File: src/rtl/mips_mem_pkg.sv
// Shared constants for the data-memory responder: I/O page offsets and STATUS layout.
package mips_mem_pkg;

  localparam logic [31:0] OFF_COUNTER = 32'h0000_0000;
  localparam logic [31:0] OFF_TXDATA  = 32'h0000_0004;
  localparam logic [31:0] OFF_STATUS  = 32'h0000_0008;

  localparam int ST_EMPTY  = 0;
  localparam int ST_FULL   = 1;
  localparam int ST_ERR    = 2;
  localparam int ST_OVF    = 3;
  localparam int ST_OCC_LO = 8;
  localparam int ST_OCC_HI = 15;

endpackage

File: src/rtl/sync_fifo.sv
// Generic synchronous FIFO; a push into a full FIFO is accepted only alongside a pop.
// Head is registered (no bypass); head reads as zero while empty.
module sync_fifo #(
  parameter int WIDTH = 8,
  parameter int DEPTH = 8
) (
  input  logic                     clk,
  input  logic                     reset,
  input  logic                     push,
  input  logic [WIDTH-1:0]         push_data,
  input  logic                     pop,
  output logic [WIDTH-1:0]         head,
  output logic                     full,
  output logic                     empty,
  output logic [$clog2(DEPTH):0]   count,
  output logic                     push_drop
);

  localparam int AW = $clog2(DEPTH);
  localparam int CW = AW + 1;

  logic [WIDTH-1:0] mem_q [DEPTH];
  logic [AW-1:0]    rd_ptr_q, rd_ptr_d;
  logic [AW-1:0]    wr_ptr_q, wr_ptr_d;
  logic [CW-1:0]    count_q, count_d;
  logic             pop_ok, push_ok;

  assign empty     = (count_q == '0);
  assign full      = (count_q == CW'(DEPTH));
  assign count     = count_q;
  assign pop_ok    = pop & ~empty;
  assign push_ok   = push & (~full | pop_ok);
  assign push_drop = push & ~push_ok;
  assign head      = empty ? '0 : mem_q[rd_ptr_q];

  always_comb begin
    rd_ptr_d = rd_ptr_q;
    wr_ptr_d = wr_ptr_q;
    count_d  = count_q;
    if (pop_ok)  rd_ptr_d = rd_ptr_q + AW'(1);
    if (push_ok) wr_ptr_d = wr_ptr_q + AW'(1);
    case ({push_ok, pop_ok})
      2'b10:   count_d = count_q + CW'(1);
      2'b01:   count_d = count_q - CW'(1);
      default: count_d = count_q;
    endcase
  end

  always_ff @(posedge clk) begin
    if (reset) begin
      rd_ptr_q <= '0;
      wr_ptr_q <= '0;
      count_q  <= '0;
    end else begin
      rd_ptr_q <= rd_ptr_d;
      wr_ptr_q <= wr_ptr_d;
      count_q  <= count_d;
    end
  end

  // Storage needs no reset: head is masked while empty.
  always_ff @(posedge clk) begin
    if (push_ok) mem_q[wr_ptr_q] <= push_data;
  end

endmodule

File: src/rtl/data_mem_responder.sv
// Data-memory responder: word RAM plus MMIO page (cycle counter, console TX FIFO, status).
// Reads are combinational from current state; writes take effect on the clock edge.
module data_mem_responder
  import mips_mem_pkg::*;
#(
  parameter int          MEM_WORDS  = 64,
  parameter int          FIFO_DEPTH = 8,
  parameter logic [31:0] IO_BASE    = 32'hFFFF_0000
) (
  input  logic        clk,
  input  logic        reset,
  input  logic [31:0] addr,
  input  logic [31:0] write_data,
  input  logic        mem_write,
  output logic [31:0] read_data,
  output logic [7:0]  tx_data,
  output logic        tx_valid,
  input  logic        tx_ready
);

  localparam int          RAM_AW    = $clog2(MEM_WORDS);
  localparam int          CW        = $clog2(FIFO_DEPTH) + 1;
  localparam logic [31:0] RAM_BYTES = 32'(MEM_WORDS * 4);
  localparam logic [31:0] A_COUNTER = IO_BASE + OFF_COUNTER;
  localparam logic [31:0] A_TXDATA  = IO_BASE + OFF_TXDATA;
  localparam logic [31:0] A_STATUS  = IO_BASE + OFF_STATUS;

  logic [31:0]     ram_q [MEM_WORDS];
  logic [31:0]     cnt_q, cnt_d;
  logic            err_q, err_d;
  logic            ovf_q, ovf_d;
  logic            ram_sel, cnt_sel, txd_sel, st_sel, unmapped;
  logic [RAM_AW-1:0] ram_idx;
  logic            fifo_full, fifo_empty, fifo_drop, tx_pop;
  logic [CW-1:0]   fifo_count;
  logic [31:0]     status;
  logic [1:0]      unused_addr_lsb;

  assign unused_addr_lsb = addr[1:0];

  assign ram_sel  = (addr < RAM_BYTES);
  assign cnt_sel  = (addr[31:2] == A_COUNTER[31:2]);
  assign txd_sel  = (addr[31:2] == A_TXDATA[31:2]);
  assign st_sel   = (addr[31:2] == A_STATUS[31:2]);
  assign unmapped = ~(ram_sel | cnt_sel | txd_sel | st_sel);
  assign ram_idx  = addr[RAM_AW+1:2];

  assign tx_valid = ~fifo_empty;
  assign tx_pop   = tx_valid & tx_ready;

  sync_fifo #(.WIDTH(8), .DEPTH(FIFO_DEPTH)) u_tx_fifo (
    .clk       (clk),
    .reset     (reset),
    .push      (mem_write & txd_sel),
    .push_data (write_data[7:0]),
    .pop       (tx_pop),
    .head      (tx_data),
    .full      (fifo_full),
    .empty     (fifo_empty),
    .count     (fifo_count),
    .push_drop (fifo_drop)
  );

  always_comb begin
    status                      = '0;
    status[ST_EMPTY]            = fifo_empty;
    status[ST_FULL]             = fifo_full;
    status[ST_ERR]              = err_q;
    status[ST_OVF]              = ovf_q;
    status[ST_OCC_HI:ST_OCC_LO] = 8'(fifo_count);
  end

  always_comb begin
    read_data = '0;
    if (ram_sel)      read_data = ram_q[ram_idx];
    else if (cnt_sel) read_data = cnt_q;
    else if (st_sel)  read_data = status;
  end

  // A store to the counter takes priority over the free-running increment.
  always_comb begin
    cnt_d = cnt_q + 32'd1;
    err_d = err_q;
    ovf_d = ovf_q;
    if (mem_write && cnt_sel) cnt_d = write_data;
    if (mem_write && st_sel && write_data[ST_ERR]) err_d = 1'b0;
    if (mem_write && st_sel && write_data[ST_OVF]) ovf_d = 1'b0;
    if (mem_write && unmapped) err_d = 1'b1;
    if (fifo_drop)             ovf_d = 1'b1;
  end

  always_ff @(posedge clk) begin
    if (reset) begin
      cnt_q <= '0;
      err_q <= 1'b0;
      ovf_q <= 1'b0;
    end else begin
      cnt_q <= cnt_d;
      err_q <= err_d;
      ovf_q <= ovf_d;
    end
  end

  always_ff @(posedge clk) begin
    if (reset) begin
      for (int i = 0; i < MEM_WORDS; i++) ram_q[i] <= '0;
    end else if (mem_write && ram_sel) begin
      ram_q[ram_idx] <= write_data;
    end
  end

endmodule
File: config.mk
export PLATFORM = sky130hd
export DESIGN_NAME = data_mem_responder
export DESIGN_NICKNAME = d
export VERILOG_FILES = /design/src/rtl/mips_mem_pkg.sv /design/src/rtl/sync_fifo.sv /design/src/rtl/data_mem_responder.sv
export SDC_FILE = /design/constraint.sdc
export NUM_CORES = 2
export LEC_CHECK = 0
export ABC_AREA = 1
export CORE_MARGIN = 2
export CORE_UTILIZATION = 30
export DETAILED_ROUTE_END_ITERATION = 6
export GPL_TIMING_DRIVEN = 1
export SLEW_MARGIN = 10
export SYNTH_ARGS = -nofsm -noshare
export SYNTH_HDL_FRONTEND = slang
export SYNTH_SLANG_ARGS = --single-unit
File: constraint.sdc
create_clock -name clk -period 7.2 [get_ports clk]
set_input_delay 1.08 -clock clk [delete_from_list [all_inputs] [get_ports clk]]
set_output_delay 1.08 -clock clk [all_outputs]
set_load 0.05 [all_outputs]
==> results.json <==
{
  "ir_drop_mv": 0.216,
  "tightest_slew_ps": 1210,
  "cts_sinks": 2159,
  "leakage_nw": 50.5,
  "clkLatencyLatePin_ps": 880,
  "crit_type": "input port to output port",
  "grt_antenna_before_repair": 20,
  "cts_tree": "built",
  "postCtsSetupBuffers": 0,
  "vias": 76600,
  "ys.flop_type": "edfxtp_1",
  "final_core_util": 0.343,
  "status": "completed",
  "period_share": 0.888,
  "power.internal_mw": 21.5,
  "design.core.area_um2": 339000,
  "area_growth_pct": 14.1,
  "grt_pass1_vias": 69700,
  "ctsResizeCount": 0,
  "grt_use_total": 0.190,
  "path_max_fanout": 32,
  "grt_max_degree": 127,
  "switching_power_mw": 7.36,
  "seq_area_um2": 64400,
  "die_width_um": 587,
  "cts.htree.levels": 4,
  "hold_viol_final": 0,
  "avgSynthCellArea_um2": 8.93,
  "ioPinCount": 109,
  "maxCapViolCount": 0,
  "synth_seq_cells": 2159,
  "yosysTopAreaCell": "edfxtp_1",
  "end_kind": "output port",
  "post_drt_via_cell_ratio": 4.78,
  "fin_nets": 11400,
  "synth.distinct_cells": 28,
  "powerDensity_nw_per_um2": 248,
  "post_drt_wl_per_cell_um": 21.0,
  "clock_skew_ps": 25.3,
  "gp_congestion": 0.964,
  "cts-root-buf": "clkbuf_16",
  "dp_cells": 15600,
  "synth.net_count": 11500,
  "die_h_um": 587,
  "slew_violations": 0,
  "drive_gt1_frac": 0.0741,
  "route.detailed.drc": 0,
  "synth_top_area_share": 0.622,
  "overflow": 0,
  "die-area_um2": 345000,
  "slew_headroom": 0.186,
  "n_fill_cell": 34300,
  "p_seq_frac": 0.505,
  "numCtsBuffers": 223,
  "power_mw": 28.8,
  "cts_hold_buf": 0,
  "synthesis.instances": 11400,
  "setup_viol": 0,
  "maxClockFrequency_ghz": 0.156,
  "row_count": 214,
  "p_sw_frac": 0.255,
  "synth_most_common_cell": "nor2_1",
  "rsz0062_at_grt": "no",
  "synth_area_um2": 102000,
  "tns_ps": 0,
  "arrival_ps": 5320,
  "io_buffers": 106,
  "hold_slack_ps": 469,
  "combPwrFrac": 0.099,
  "initial_utilization": 0.301,
  "startpoint_type": "input port",
  "hp-class": "flop to flop",
  "drt-total-wl_um": 337000,
  "cp.required_ps": 6120,
  "grt_pass1_wl_um": 485000,
  "synth_area_leaders": "edfxtp_1 62%, nor2_1 9.7%, nand2_1 9.3%, inv_1 6.3%, nand3_1 3.9%",
  "first_pass_iters": 6,
  "clock_path_buffers": 3,
  "finalNonFillerCells": 16000,
  "detail_route.iter0.violations": 9755,
  "dp_hpwl_um": 206000,
  "synthTopCellsByCount": "2630 x nor2_1, 2532 x nand2_1, 2112 x edfxtp_1",
  "fin_crit_ps": 6400,
  "multi_input_area_um2": 28200,
  "ant_nets": 0,
  "power_frac_clock": 0.397,
  "synth-edff-count": 2112,
  "synth-seq-area-share": 0.631,
  "ys_warn_count": 0,
  "cts.clk_slew.worst_paths_ps": 60,
  "ys_async_sr_fraction": 0
}
-- cells by family (layout without fill, tap and decap cells) --
kind of cell | count (synthesis) | after routing | share of synthesized area
fa+ha+maj | 6 | 6 | 0.000736
compound gates | 579 | 579 | 0.0339
other cells | 0 | 9 | 0
xor+xnor | 26 | 26 | 0.00223
simple gates | 6110 | 6110 | 0.238
flops | 2159 | 2159 | 0.631
buf+inv | 2542 | 2603 | 0.0939
-- cell usage in the layout (no fill, tap or decap), types with 2 or more instances in the layout --
cell type,n
o211ai_1,198
o21ai_0,329
clkbuf_16,227
clkbuf_1,47
buf_4,302
nand3_1,800
clkinv_8,2
xnor2_1,3
bufinv_16,18
nand2_1,2527
buf_12,77
ha_1,6
nand2_2,4
o21a_1,2
inv_1,1704
or2_2,99
clkinv_2,79
dfxtp_1,47
clkinv_1,50
nor3_1,22
nor3_2,7
nor2_1,2624
a21oi_1,34
o32ai_1,16
inv_16,3
inv_6,6
edfxtp_1,2112
nor4_1,2
clkinvlp_4,8
nor2_4,4
clkdlybuf4s50_1,73
diode_2,9
nor2_2,3
xor2_1,23
nand4_1,11
nor3_4,2
-- flip-flops by register name, summed over array words and instances, names as in the netlist, named ones only --
register,cells
ram_q,2048
u_tx_fifo.mem_q,64
cnt_q,32
u_tx_fifo.count,4
u_tx_fifo.rd_ptr_q,3
u_tx_fifo.wr_ptr_q,3
err_q,1
ovf_q,1
-- through the flow --
stage	cell area [µm²]	setup slack [ps]
floorplan	102000	2920
global placement	109000	1060
detailed placement	109000	1050
CTS	116000	1050
global route	116000	841
finish	116000	805
-- routing by layer --
metal	share of wire	vias to the layer above	GRT usage
li1	-	35600	-
met1	0.40	36800	0.258
met2	0.45	3555	0.294
met3	0.095	623	0.0295
met4	0.055	8	0.0974
met5	0.00016	-	0
-- area by class of cell --
type / count / area share
antenna: 9 / 0.000193
clock buffer: 275 / 0.0504
clock inverter: 136 / 0.0103
inverter: 1739 / 0.0565
multi-input combinational: 6721 / 0.242
sequential: 2159 / 0.553
tap: 4536 / 0.0487
timing repair buffer: 453 / 0.0391
-- power groups by stage --
stage          Clock (mW)  Sequential, mW  Combinational, mW
4_1_cts              11.5            14.5               2.83
5_1_grt              12.0            14.6               3.06
3_5_place_dp            0            14.8               2.81
2_1_floorplan           0            14.8               1.65
3_3_place_gp            0            14.8               2.80
6_report             11.4            14.6               2.84
-- worst max-delay path: stages --
cell,delay (ps)
clkdlybuf4s50_1,990
nor2_4,330
buf_12,270
buf_12,190
nand3_1,100
nand2_1,100
o21ai_0,710
nand2_1,140
nor2_1,610
nand3_1,340
nand2_1,150
inv_1,80
buf_12,150
-- final timing paths --
path                    startpoint                    end  slack, ps  cells after the start
min reg2reg  u_tx_fifo.rd_ptr_q[2]  u_tx_fifo.rd_ptr_q[2]        470                      2
max reg2reg     u_tx_fifo.count[0]     u_tx_fifo.count[2]       4320                     14
min          u_tx_fifo.rd_ptr_q[2]  u_tx_fifo.rd_ptr_q[2]        470                      2
max                        addr[3]          read_data[22]        800                     13
(Power assumes the default switching activity.)
